## src/rtl/pe_array_ctrl_pkg.sv

```systemverilog
`default_nettype none
// ============================================================================
// pe_array_ctrl_pkg : shared types and constants for the PE array controller.
// Revision 1.0
// ============================================================================
package pe_array_ctrl_pkg;

  localparam int unsigned DATA_W       = 32;
  localparam int unsigned IDX_W        = 4;
  localparam int unsigned DRAIN_CYCLES = 4;

  typedef enum logic [1:0] {
    MODE1 = 2'd0,
    MODE2 = 2'd1,
    MODE3 = 2'd2,
    MODE4 = 2'd3
  } op_mode_e;

  typedef enum logic [1:0] {
    STAGE_IDLE        = 2'd0,
    STAGE_LOAD_FILTER = 2'd1,
    STAGE_CONV        = 2'd2,
    STAGE_DRAIN       = 2'd3
  } op_stage_e;

  typedef struct packed {
    logic              valid;
    logic [IDX_W-1:0]  packet_idx;
    logic [DATA_W-1:0] data;
  } pe_in_packet_t;

  // MODE4 always loads three filter packets; the other modes load one per PE row.
  function automatic logic [IDX_W-1:0] last_packet_idx(input op_mode_e m,
                                                        input int unsigned num_rows);
    return (m == MODE4) ? IDX_W'(2) : IDX_W'(num_rows - 1);
  endfunction

endpackage
`default_nettype wire

```

## src/rtl/pe_array_ctrl_if.sv

```systemverilog
`default_nettype none
// ============================================================================
// pe_array_ctrl_if : job request, filter handshake and PE broadcast signals.
// Revision 1.0
// ============================================================================
interface pe_array_ctrl_if
  import pe_array_ctrl_pkg::*;
#(
  parameter int unsigned CNT_W = 16
) ();

  logic                start;
  op_mode_e            mode_in;
  logic [CNT_W-1:0]    conv_len;
  logic                filt_valid;
  logic [DATA_W-1:0]   filt_data;
  logic                filt_ready;
  logic                array_stall;
  op_mode_e            mode;
  logic                change_mode;
  op_stage_e           op_stage;
  pe_in_packet_t       pe_packet;
  logic                busy;
  logic                done;

  modport master (
    output start, mode_in, conv_len, filt_valid, filt_data, array_stall,
    input  filt_ready, mode, change_mode, op_stage, pe_packet, busy, done
  );

  modport slave (
    input  start, mode_in, conv_len, filt_valid, filt_data, array_stall,
    output filt_ready, mode, change_mode, op_stage, pe_packet, busy, done
  );

endinterface
`default_nettype wire

```

## src/rtl/pe_array_ctrl.sv

```systemverilog
`default_nettype none
// ============================================================================
// pe_array_ctrl : sequences one job through config, filter load, conv and drain.
// Revision 1.0
// ============================================================================
module pe_array_ctrl
  import pe_array_ctrl_pkg::*;
#(
  parameter int unsigned NUM_ROWS = 4,
  parameter int unsigned CNT_W    = 16
) (
  input  logic           clk,
  input  logic           rst,
  pe_array_ctrl_if.slave bus
);

  typedef enum logic [2:0] {
    IDLE        = 3'd0,
    CFG         = 3'd1,
    LOAD_FILTER = 3'd2,
    CONV        = 3'd3,
    DRAIN       = 3'd4,
    DONE        = 3'd5
  } state_e;

  state_e           state_q, state_d;
  op_mode_e         mode_q, mode_d;
  logic [CNT_W-1:0] conv_len_q, conv_len_d;
  logic [CNT_W-1:0] cnt_q, cnt_d;
  logic [IDX_W-1:0] pkt_q, pkt_d;
  logic [IDX_W-1:0] last_idx;
  logic             in_load;

  always_ff @(posedge clk) begin
    if (rst) begin
      state_q    <= IDLE;
      mode_q     <= MODE1;
      conv_len_q <= '0;
      cnt_q      <= '0;
      pkt_q      <= '0;
    end else begin
      state_q    <= state_d;
      mode_q     <= mode_d;
      conv_len_q <= conv_len_d;
      cnt_q      <= cnt_d;
      pkt_q      <= pkt_d;
    end
  end

  always_comb begin
    state_d    = state_q;
    mode_d     = mode_q;
    conv_len_d = conv_len_q;
    cnt_d      = cnt_q;
    pkt_d      = pkt_q;
    last_idx   = last_packet_idx(mode_q, NUM_ROWS);

    case (state_q)
      IDLE: begin
        if (bus.start) begin
          state_d    = CFG;
          mode_d     = bus.mode_in;
          conv_len_d = bus.conv_len;
          cnt_d      = '0;
          pkt_d      = '0;
        end
      end
      CFG: state_d = LOAD_FILTER;
      LOAD_FILTER: begin
        // filt_ready is constant 1 here, so filt_valid alone marks a transfer.
        if (bus.filt_valid) begin
          if (pkt_q == last_idx) begin
            pkt_d   = '0;
            state_d = (conv_len_q == '0) ? DRAIN : CONV;
          end else begin
            pkt_d = pkt_q + IDX_W'(1);
          end
        end
      end
      CONV: begin
        if (!bus.array_stall) begin
          if (cnt_q == conv_len_q - CNT_W'(1)) begin
            cnt_d   = '0;
            state_d = DRAIN;
          end else begin
            cnt_d = cnt_q + CNT_W'(1);
          end
        end
      end
      DRAIN: begin
        if (cnt_q == CNT_W'(DRAIN_CYCLES - 1)) begin
          cnt_d   = '0;
          state_d = DONE;
        end else begin
          cnt_d = cnt_q + CNT_W'(1);
        end
      end
      DONE:    state_d = IDLE;
      default: state_d = IDLE;
    endcase
  end

  // Outputs decode from state only; filt_valid/filt_data pass straight into the packet.
  always_comb begin
    in_load         = (state_q == LOAD_FILTER);
    bus.mode        = mode_q;
    bus.change_mode = (state_q == CFG);
    bus.busy        = (state_q != IDLE);
    bus.done        = (state_q == DONE);
    bus.filt_ready  = in_load;
    bus.pe_packet   = '0;
    bus.op_stage    = STAGE_IDLE;
    if (in_load) begin
      bus.pe_packet.valid      = bus.filt_valid;
      bus.pe_packet.packet_idx = pkt_q;
      bus.pe_packet.data       = bus.filt_data;
    end
    case (state_q)
      LOAD_FILTER: bus.op_stage = STAGE_LOAD_FILTER;
      CONV:        bus.op_stage = STAGE_CONV;
      DRAIN:       bus.op_stage = STAGE_DRAIN;
      default:     bus.op_stage = STAGE_IDLE;
    endcase
  end

endmodule
`default_nettype wire

```

## src/flat_wrapper.sv

```systemverilog
// flat-port wrapper written by rule: the top's interface ports become plain ports
module pe_array_ctrl_flat import pe_array_ctrl_pkg::*;
#(
  parameter int unsigned NUM_ROWS = 4,
  parameter int unsigned CNT_W    = 16
)
  (clk, rst, bus_start, bus_mode_in, bus_conv_len, bus_filt_valid, bus_filt_data, bus_array_stall, bus_filt_ready, bus_mode, bus_change_mode, bus_op_stage, bus_pe_packet, bus_busy, bus_done);
  pe_array_ctrl_if #(.CNT_W(CNT_W)) bus_i ();
  input  logic clk;
  input  logic rst;
  input wire logic [$bits(bus_i.start)-1:0] bus_start;
  input wire logic [$bits(bus_i.mode_in)-1:0] bus_mode_in;
  input wire logic [$bits(bus_i.conv_len)-1:0] bus_conv_len;
  input wire logic [$bits(bus_i.filt_valid)-1:0] bus_filt_valid;
  input wire logic [$bits(bus_i.filt_data)-1:0] bus_filt_data;
  input wire logic [$bits(bus_i.array_stall)-1:0] bus_array_stall;
  output wire logic [$bits(bus_i.filt_ready)-1:0] bus_filt_ready;
  output wire logic [$bits(bus_i.mode)-1:0] bus_mode;
  output wire logic [$bits(bus_i.change_mode)-1:0] bus_change_mode;
  output wire logic [$bits(bus_i.op_stage)-1:0] bus_op_stage;
  output wire logic [$bits(bus_i.pe_packet)-1:0] bus_pe_packet;
  output wire logic [$bits(bus_i.busy)-1:0] bus_busy;
  output wire logic [$bits(bus_i.done)-1:0] bus_done;
  assign bus_i.start = bus_start;
  assign bus_i.mode_in = bus_mode_in;
  assign bus_i.conv_len = bus_conv_len;
  assign bus_i.filt_valid = bus_filt_valid;
  assign bus_i.filt_data = bus_filt_data;
  assign bus_i.array_stall = bus_array_stall;
  assign bus_filt_ready = bus_i.filt_ready;
  assign bus_mode = bus_i.mode;
  assign bus_change_mode = bus_i.change_mode;
  assign bus_op_stage = bus_i.op_stage;
  assign bus_pe_packet = bus_i.pe_packet;
  assign bus_busy = bus_i.busy;
  assign bus_done = bus_i.done;
  pe_array_ctrl #(.NUM_ROWS(NUM_ROWS), .CNT_W(CNT_W)) u_core (.clk(clk), .rst(rst), .bus(bus_i));
endmodule
```

## config.mk

```make
export PLATFORM = sky130hd
export DESIGN_NAME = pe_array_ctrl_flat
export DESIGN_NICKNAME = d
export VERILOG_FILES = /design/src/rtl/pe_array_ctrl_pkg.sv /design/src/rtl/pe_array_ctrl_if.sv /design/src/rtl/pe_array_ctrl.sv /design/src/flat_wrapper.sv
export SDC_FILE = /design/constraint.sdc
export NUM_CORES = 1
export LEC_CHECK = 0
export CAP_MARGIN = 30
export CELL_PAD_IN_SITES_DETAIL_PLACEMENT = 2
export CELL_PAD_IN_SITES_GLOBAL_PLACEMENT = 2
export CORE_UTILIZATION = 22
export CTS_CLUSTER_DIAMETER = 150
export DETAILED_ROUTE_END_ITERATION = 6
export PLACE_DENSITY_LB_ADDON = 0.1
export RECOVER_POWER = 25
export SKIP_CTS_REPAIR_TIMING = 1
export SLEW_MARGIN = 5
export SYNTH_ARGS = -nofsm -noshare
export SYNTH_HDL_FRONTEND = slang
export SYNTH_SLANG_ARGS = --single-unit
export TNS_END_PERCENT = 5
```

## constraint.sdc

```tcl
create_clock -name clk -period 2.6 [get_ports clk]
set_clock_uncertainty 0.1 [all_clocks]
set_input_delay 0.39 -clock clk [delete_from_list [all_inputs] [get_ports clk]]
set_output_delay 0.39 -clock clk [all_outputs]
set_load 0.05 [all_outputs]
```

==> impl_table.tex, run 1 <==
\begin{tabular}{lr}
\hline
Metric & Value \\
\hline
\multicolumn{2}{l}{\textbf{Synth}} \\
\quad Yosys cell types & 51 \\
\quad Fraction of post-synthesis cell area in the top cell type by area & 28.4\% \\
\quad Synthesized area & 2890 sq um \\
\quad EDFF count, synth & 0 \\
\quad Dominant cell type by area after synthesis & dfxtp\_1 \\
\quad Share of async-settable or async-resettable flops after synthesis & 0\% \\
\quad Synth Warn \# & 0 \\
\quad Most common cell in the netlist & nand2\_1 \\
\quad Post-Synthesis Net Count & 461 \\
\quad Post-synth top cells & nand2\_1 (77), dfxtp\_1 (41), and3\_1 (40) \\
\quad Main area contributors after synthesis & dfxtp\_1 (28\%), nand2\_1 (10\%), and3\_1 (8.7\%), xnor2\_1 (4.8\%), a21oi\_1 (4.5\%) \\
\quad Register area share after synthesis & 28.4\% \\
\quad Cells after synthesis & 402 \\
\quad Number of register bits inferred by synthesis & 41 \\
\quad Commonest register cell after synthesis & dfxtp\_1 \\
\quad Syn avg cell area & 7.19 sq um \\
\multicolumn{2}{l}{\textbf{Pwr}} \\
\quad Lkg Pwr & 0.00195 uW \\
\quad Power per standard cell area & 883 nW/um\^{}2 \\
\quad VDD IR max & 0.288 mV \\
\multicolumn{2}{l}{\textbf{Place}} \\
\quad Placed inst area & 4750 sq um \\
\quad Count of port buffers added during placement & 99 \\
\quad DP Wirelength & 9.59 mm \\
\quad RD Place Congestion & 0.807 \\
\multicolumn{2}{l}{\textbf{Global routing}} \\
\quad Initial antenna violation count & 0 \\
\quad Global-route wire length before repair & 19.0 mm \\
\quad Number of global-route vias before repair & 3586 \\
\quad Pin count of the biggest net entering global routing & 40 \\
\quad Total routing usage reported by global routing & 18.2\% \\
\quad Gr ovfl total & 0 \\
\multicolumn{2}{l}{\textbf{Timing}} \\
\quad Time the final worst path needs with I/O delays and setup & 2760 ps \\
\quad Slew at the pin closest to its max-slew limit & 769 ps \\
\quad Remaining max-slew budget at the tightest pin & 48.8\% \\
\quad Unrepaired setup endpoints after global routing & yes \\
\quad Total Negative Setup Slacks & -1380 ps \\
\quad Number of hold-slack violations in the final timing report & 0 \\
\quad Upper clock frequency limit & 0.362 GHz \\
\quad Setup slack of the critical path after layout & -160 ps \\
\quad Final setup violating endpoints & 17 \\
\quad Part of the cycle the worst path needs & 106\% \\
\quad Slew Limit Fails & 0 \\
\multicolumn{2}{l}{\textbf{Critical path}} \\
\quad Startpoint Class & flop \\
\quad WS Path Type & flop to flop \\
\quad Critical-path maximum fanout & 6 \\
\quad Reg-to-Reg Start & u\_core.conv\_len\_q[0] \\
\quad End of the worst register-to-register path & u\_core.state\_q[2] \\
\quad Worst reg2reg path depth & 8 \\
\quad Register-to-register path setup slack & -160 ps \\
\quad Critical Path Sink Type & flop \\
\quad Arrival @ worst endpoint & 2900 ps \\
\quad Required time of the critical path & 2740 ps \\
\multicolumn{2}{l}{\textbf{Route}} \\
\quad Average routed wire per standard cell & 17.1 microns \\
\quad First-pass iteration count of the detailed router & 4 \\
\quad Vias/cell & 4.88 \\
\quad Count of nets left with antenna violations after detail routing & 0 \\
\quad Routed WL & 11.9 mm \\
\quad DRC Markers & 0 \\
\quad Detailed Route Iter0 Violations & 81 \\
\quad Via count & 3390 \\
\multicolumn{2}{l}{\textbf{Clocking}} \\
\quad Clock latency reported for the late side of the worst-skew pair & 300 ps \\
\quad Max Root-Sink Buffers & 2 \\
\quad Number of H-tree levels & 2 \\
\quad Number of sinks handled by clock tree synthesis & 41 \\
\quad Root buffer selected by CTS & clkbuf\_16 \\
\quad Clock tree from TritonCTS & built \\
\quad CTS buffer count & 5 \\
\quad Clock transition at the registers of the reported paths & 70 ps \\
\multicolumn{2}{l}{\textbf{Die}} \\
\quad Initial Utilization & 22.7\% \\
\quad Area of the die & 13600 sq um \\
\quad Vertical die dimension & 117 microns \\
\quad Floorplan Core Area & 12700 sq um \\
\quad I/O Pins & 100 \\
\quad Number of standard-cell rows in the floorplan & 41 \\
\quad Die extent in x & 117 microns \\
\multicolumn{2}{l}{\textbf{Cells and area}} \\
\quad Area of all placed cells without fillers & 4940 sq um \\
\quad Layout overhead on the synthesized area & 70.8\% \\
\quad Final layout net count & 580 \\
\quad Fillcell total & 1443 \\
\quad Share of final-layout standard cells stronger than drive strength 1 & 20.9\% \\
\quad Number of antenna cells inserted & 0 \\
\multicolumn{2}{l}{\textbf{Flow run}} \\
\quad Number of max-capacitance violations reported & 0 \\
\multicolumn{2}{l}{\textbf{Hold path}} \\
\quad Hold Path Stages & 2 \\
\quad Start point of the worst min-delay path & u\_core.bus.mode[0] \\
\quad Tightest Hold Check Type & flop to flop \\
\quad Sink of the worst hold path & u\_core.bus.mode[0] \\
\multicolumn{2}{l}{\textbf{Outcome}} \\
\quad Status & complete, but fails checks \\
\quad Violated checks & setup timing \\
\hline
\end{tabular}
-- cell families after synthesis --
kind of cell | after synthesis | share of synthesized area, %
adder cells (fa/ha/maj) | 4 | 1.73
flip-flops | 41 | 28.4
multiplexers | 2 | 0.693
AND/OR/NAND/NOR | 212 | 38.4
buffers and inverters | 46 | 6.41
XOR/XNOR | 27 | 8.18
AO/OA/AOI/OAI | 70 | 16.1
-- stage by stage --
step / instances / power, uW / util (%) / setup slack (ps) / hold WS, ps
global route: 694 / 4630 / 38.8 / -280 / 406
finish: 694 / 4360 / 38.8 / -160 / 382
detailed placement: 686 / 3650 / 37.4 / -218 / 378
CTS: 694 / 4410 / 38.7 / -230 / 387
floorplan: 402 / 2370 / - / -29.9 / 361
global placement: 686 / 3580 / 37.4 / -91.4 / 363
-- metal layers --
| metal | vias to the layer above | track usage [%] | share of wire [%] |
|---|---|---|---|
| met3 | 12 | 2.75 | 3.1 |
| met2 | 63 | 33.7 | 53 |
| met1 | 1656 | 21.4 | 43 |
| met5 | - | 0 | 0 |
| met4 | 0 | 5.49 | 1.7 |
| li1 | 1659 | - | - |
-- area by class of cell --
class	instances	area, sq um	share of cell area, %
Timing Repair Buffer	149	1780	36.1
Tap cell	172	215	4.36
Sequential cell	41	822	16.6
Clock inverter	2	38.8	0.786
Multi-Input combinational cell	315	1920	38.8
Clock buffer	6	129	2.61
Inverter	9	33.8	0.684
-- layout by cell type, fill, tap and decap left out, types with 8 or more instances in the layout --
| cell | count |
|---|---|
| nor2_1 | 22 |
| clkdlybuf4s50_1 | 57 |
| buf_4 | 47 |
| a21oi_1 | 26 |
| inv_1 | 9 |
| dfxtp_1 | 40 |
| buf_12 | 42 |
| nand2_1 | 77 |
| and3_1 | 40 |
| nand4_1 | 11 |
| o21ai_0 | 8 |
| nor3_1 | 8 |
| xor2_1 | 11 |
| nand3_1 | 12 |
| xnor2_1 | 16 |
-- how the worst max path moves through the flow --
| stage | startpoint | to | slack [ps] |
|---|---|---|---|
| after floorplan | u_core.conv_len_q[2] | u_core.state_q[2] | -30 |
| after global placement | u_core.conv_len_q[0] | u_core.state_q[2] | -90 |
| after detailed placement | u_core.conv_len_q[0] | u_core.state_q[2] | -220 |
| after CTS | u_core.conv_len_q[0] | u_core.state_q[2] | -230 |
| after global routing | u_core.conv_len_q[0] | u_core.cnt_q[13] | -280 |
| final | u_core.conv_len_q[0] | u_core.state_q[2] | -160 |
-- critical path, cell delays in order, from the launching register on --
cell	delay [ps]
dfxtp_2	330
or4_4	570
or3_1	380
a211oi_2	190
nand4_1	130
a2111o_1	340
buf_4	170
a2111o_1	360
a21oi_1	120
-- power breakdown --
group / switching, uW / internal [uW]
clock network: 287 / 456
logic: 1550 / 1250
registers: 106 / 713
-- state kept, by name, summed over array words and instances (netlist names) --
signal / count
u_core.conv_len_q: 16
u_core.bus.mode: 2
u_core.cnt_q: 16
u_core.state_q: 3
u_core.pkt_q: 4
Note: power is estimated with default switching activity, not from simulation.
==> inputs of run 2 (changes only) <==
--- a/config.mk
+++ b/config.mk
@@ -6,13 +6,12 @@
 export NUM_CORES = 1
 export LEC_CHECK = 0
 export CAP_MARGIN = 30
-export CELL_PAD_IN_SITES_DETAIL_PLACEMENT = 2
-export CELL_PAD_IN_SITES_GLOBAL_PLACEMENT = 2
-export CORE_UTILIZATION = 22
+export CORE_UTILIZATION = 42
 export CTS_CLUSTER_DIAMETER = 150
 export DETAILED_ROUTE_END_ITERATION = 6
-export PLACE_DENSITY_LB_ADDON = 0.1
+export PLACE_DENSITY = 0.78
 export RECOVER_POWER = 25
+export REMOVE_ABC_BUFFERS = 1
 export SKIP_CTS_REPAIR_TIMING = 1
 export SLEW_MARGIN = 5
 export SYNTH_ARGS = -nofsm -noshare
==> run 2 against run 1 <==
The flow still finishes with violations (setup timing). Sequential power fell by 1%. Setup slack improved by 37 ps. Critical path depth fell by 1. Register-to-register slack improved by 40 ps. Worst hold slack improved by 6.7 ps. Highest routed layer unchanged.
==> impl_table.tex, run 2 (synthesis results as in run 1) <==
\begin{tabular}{lr}
\hline
Metric & Value \\
\hline
\multicolumn{2}{l}{\textbf{Die}} \\
\quad Initial Utilization & 44.5\% \\
\quad I/O Pins & 100 \\
\quad Die extent in x & 85.0 microns \\
\quad Vertical die dimension & 85.0 microns \\
\quad Number of standard-cell rows in the floorplan & 29 \\
\quad Area of the die & 7220 sq um \\
\quad Floorplan Core Area & 6490 sq um \\
\multicolumn{2}{l}{\textbf{Pwr}} \\
\quad Lkg Pwr & 0.00189 uW \\
\quad Power per standard cell area & 848 nW/um\^{}2 \\
\quad Power Total & 3980 uW \\
\quad VDD IR max & 0.676 mV \\
\multicolumn{2}{l}{\textbf{Cells and area}} \\
\quad Share of final-layout standard cells stronger than drive strength 1 & 20.6\% \\
\quad Final layout net count & 573 \\
\quad Largest registers & u\_core.cnt\_q x16, u\_core.conv\_len\_q x16, u\_core.pkt\_q x4 \\
\quad Leading cell types in the layout, fill and taps excluded & nand2\_1 (77), clkdlybuf4s50\_1 (57), buf\_12 (41) \\
\quad Number of antenna cells inserted & 0 \\
\quad Most common library cell in the layout ignoring fill and taps & nand2\_1 \\
\quad Layout overhead on the synthesized area & 62.4\% \\
\multicolumn{2}{l}{\textbf{Flow run}} \\
\quad Number of max-capacitance violations reported & 0 \\
\multicolumn{2}{l}{\textbf{Clocking}} \\
\quad Clock latency reported for the late side of the worst-skew pair & 290 ps \\
\quad Max Root-Sink Buffers & 2 \\
\quad Number of sinks handled by clock tree synthesis & 41 \\
\quad Root buffer selected by CTS & clkbuf\_8 \\
\quad Number of H-tree levels & 2 \\
\quad Clock tree from TritonCTS & built \\
\quad Clock transition at the registers of the reported paths & 80 ps \\
\quad CTS buffer count & 5 \\
\multicolumn{2}{l}{\textbf{Critical path}} \\
\quad Startpoint Class & flop \\
\quad WS Path Type & flop to flop \\
\quad Critical-path maximum fanout & 5 \\
\quad Required time of the critical path & 2720 ps \\
\quad Critical Path Sink Type & flop \\
\quad Arrival @ worst endpoint & 2840 ps \\
\multicolumn{2}{l}{\textbf{Timing}} \\
\quad Remaining max-slew budget at the tightest pin & 49.3\% \\
\quad Setup slack of the critical path after layout & -123 ps \\
\quad Final setup violating endpoints & 11 \\
\quad Unrepaired setup endpoints after global routing & yes \\
\quad Upper clock frequency limit & 0.367 GHz \\
\quad Slew at the pin closest to its max-slew limit & 760 ps \\
\quad Slew Limit Fails & 0 \\
\quad Total Negative Setup Slacks & -400 ps \\
\quad Time the final worst path needs with I/O delays and setup & 2720 ps \\
\quad Minimum hold slack & 388 ps \\
\quad Part of the cycle the worst path needs & 105\% \\
\quad Number of hold-slack violations in the final timing report & 0 \\
\multicolumn{2}{l}{\textbf{Place}} \\
\quad DP Wirelength & 7.38 mm \\
\quad Pre-CTS setup slack & -218 ps \\
\quad Count of port buffers added during placement & 99 \\
\quad RD Place Congestion & 0.894 \\
\multicolumn{2}{l}{\textbf{Global routing}} \\
\quad Pin count of the biggest net entering global routing & 40 \\
\quad Global-route wire length before repair & 15.0 mm \\
\quad Initial antenna violation count & 0 \\
\quad Gr ovfl total & 0 \\
\quad Number of global-route vias before repair & 3068 \\
\quad Total routing usage reported by global routing & 25.7\% \\
\multicolumn{2}{l}{\textbf{Route}} \\
\quad Average routed wire per standard cell & 16.0 microns \\
\quad Vias/cell & 5.58 \\
\quad Via count & 3305 \\
\quad First-pass iteration count of the detailed router & 4 \\
\quad Count of nets left with antenna violations after detail routing & 0 \\
\quad Routed WL & 9.46 mm \\
\quad Detailed Route Iter0 Violations & 172 \\
\quad DRC Markers & 0 \\
\multicolumn{2}{l}{\textbf{Outcome}} \\
\quad Violated checks & setup timing \\
\quad Status & complete, but fails checks \\
\multicolumn{2}{l}{\textbf{Hold path}} \\
\quad Tightest Hold Check Type & flop to flop \\
\hline
\end{tabular}
## run 2: changes by cell type in the layout (fill, tap and decap cells not counted), sizes merged
cell,previous run,this run
buf,90,83
bufinv,1,0
clkinv,1,2
## run 2: final timing paths
kind	endpoint	slack [ps]	cells past startpoint	startpoint
worst max-delay path	u_core.state_q[2]	-120	7	u_core.conv_len_q[1]
worst min-delay path	u_core.bus.mode[1]	390	2	u_core.bus.mode[1]
worst max register to register	u_core.state_q[2]	-120	7	u_core.conv_len_q[1]
worst min register to register	u_core.bus.mode[1]	390	2	u_core.bus.mode[1]
## run 2: report_power, final
| part | switching [uW] | internal, uW | leakage [uW] | total (uW) |
|---|---|---|---|---|
| logic | 1530 | 1240 | 0.00151 | 2770 |
| clock network | 216 | 186 | 0.0000450 | 402 |
| registers | 94.9 | 714 | 0.000334 | 808 |
| total | 1840 | 2140 | 0.00189 | 3980 |
## run 2: stage by stage
stage / utilization, % / instance area (sq um) / cells
floorplan: - / 2740 / 365
global placement: 69.9 / 4540 / 582
detailed placement: 69.9 / 4540 / 582
CTS: 71.2 / 4620 / 590
global route: 72.3 / 4690 / 592
finish: 72.3 / 4690 / 592
## run 2: critical path, stage by stage, from the launching register on
cell and delay [ps]:
dfxtp_2 340, or4_4 530, or3_4 400, a211oi_2 210
nand4_1 110, a2111o_1 410, a2111o_1 420, a21oi_2 120
## run 2: final cells by class
type | instances | area, sq um
fill | 494 | 1800
sequential | 41 | 823
multi-input combinational | 315 | 1930
inverter | 9 | 33.8
timing repair buffer | 142 | 1730
clock inverter | 2 | 10.0
tap | 77 | 96.3
clock buffer | 6 | 72.6
## run 2: routing by layer
metal	track usage (%)	up-vias	wire, microns
met5	0	-	0
met3	3.21	6	337
met2	44.8	79	4730
li1	-	1647	-
met4	4.16	0	109
met1	34.5	1573	4280
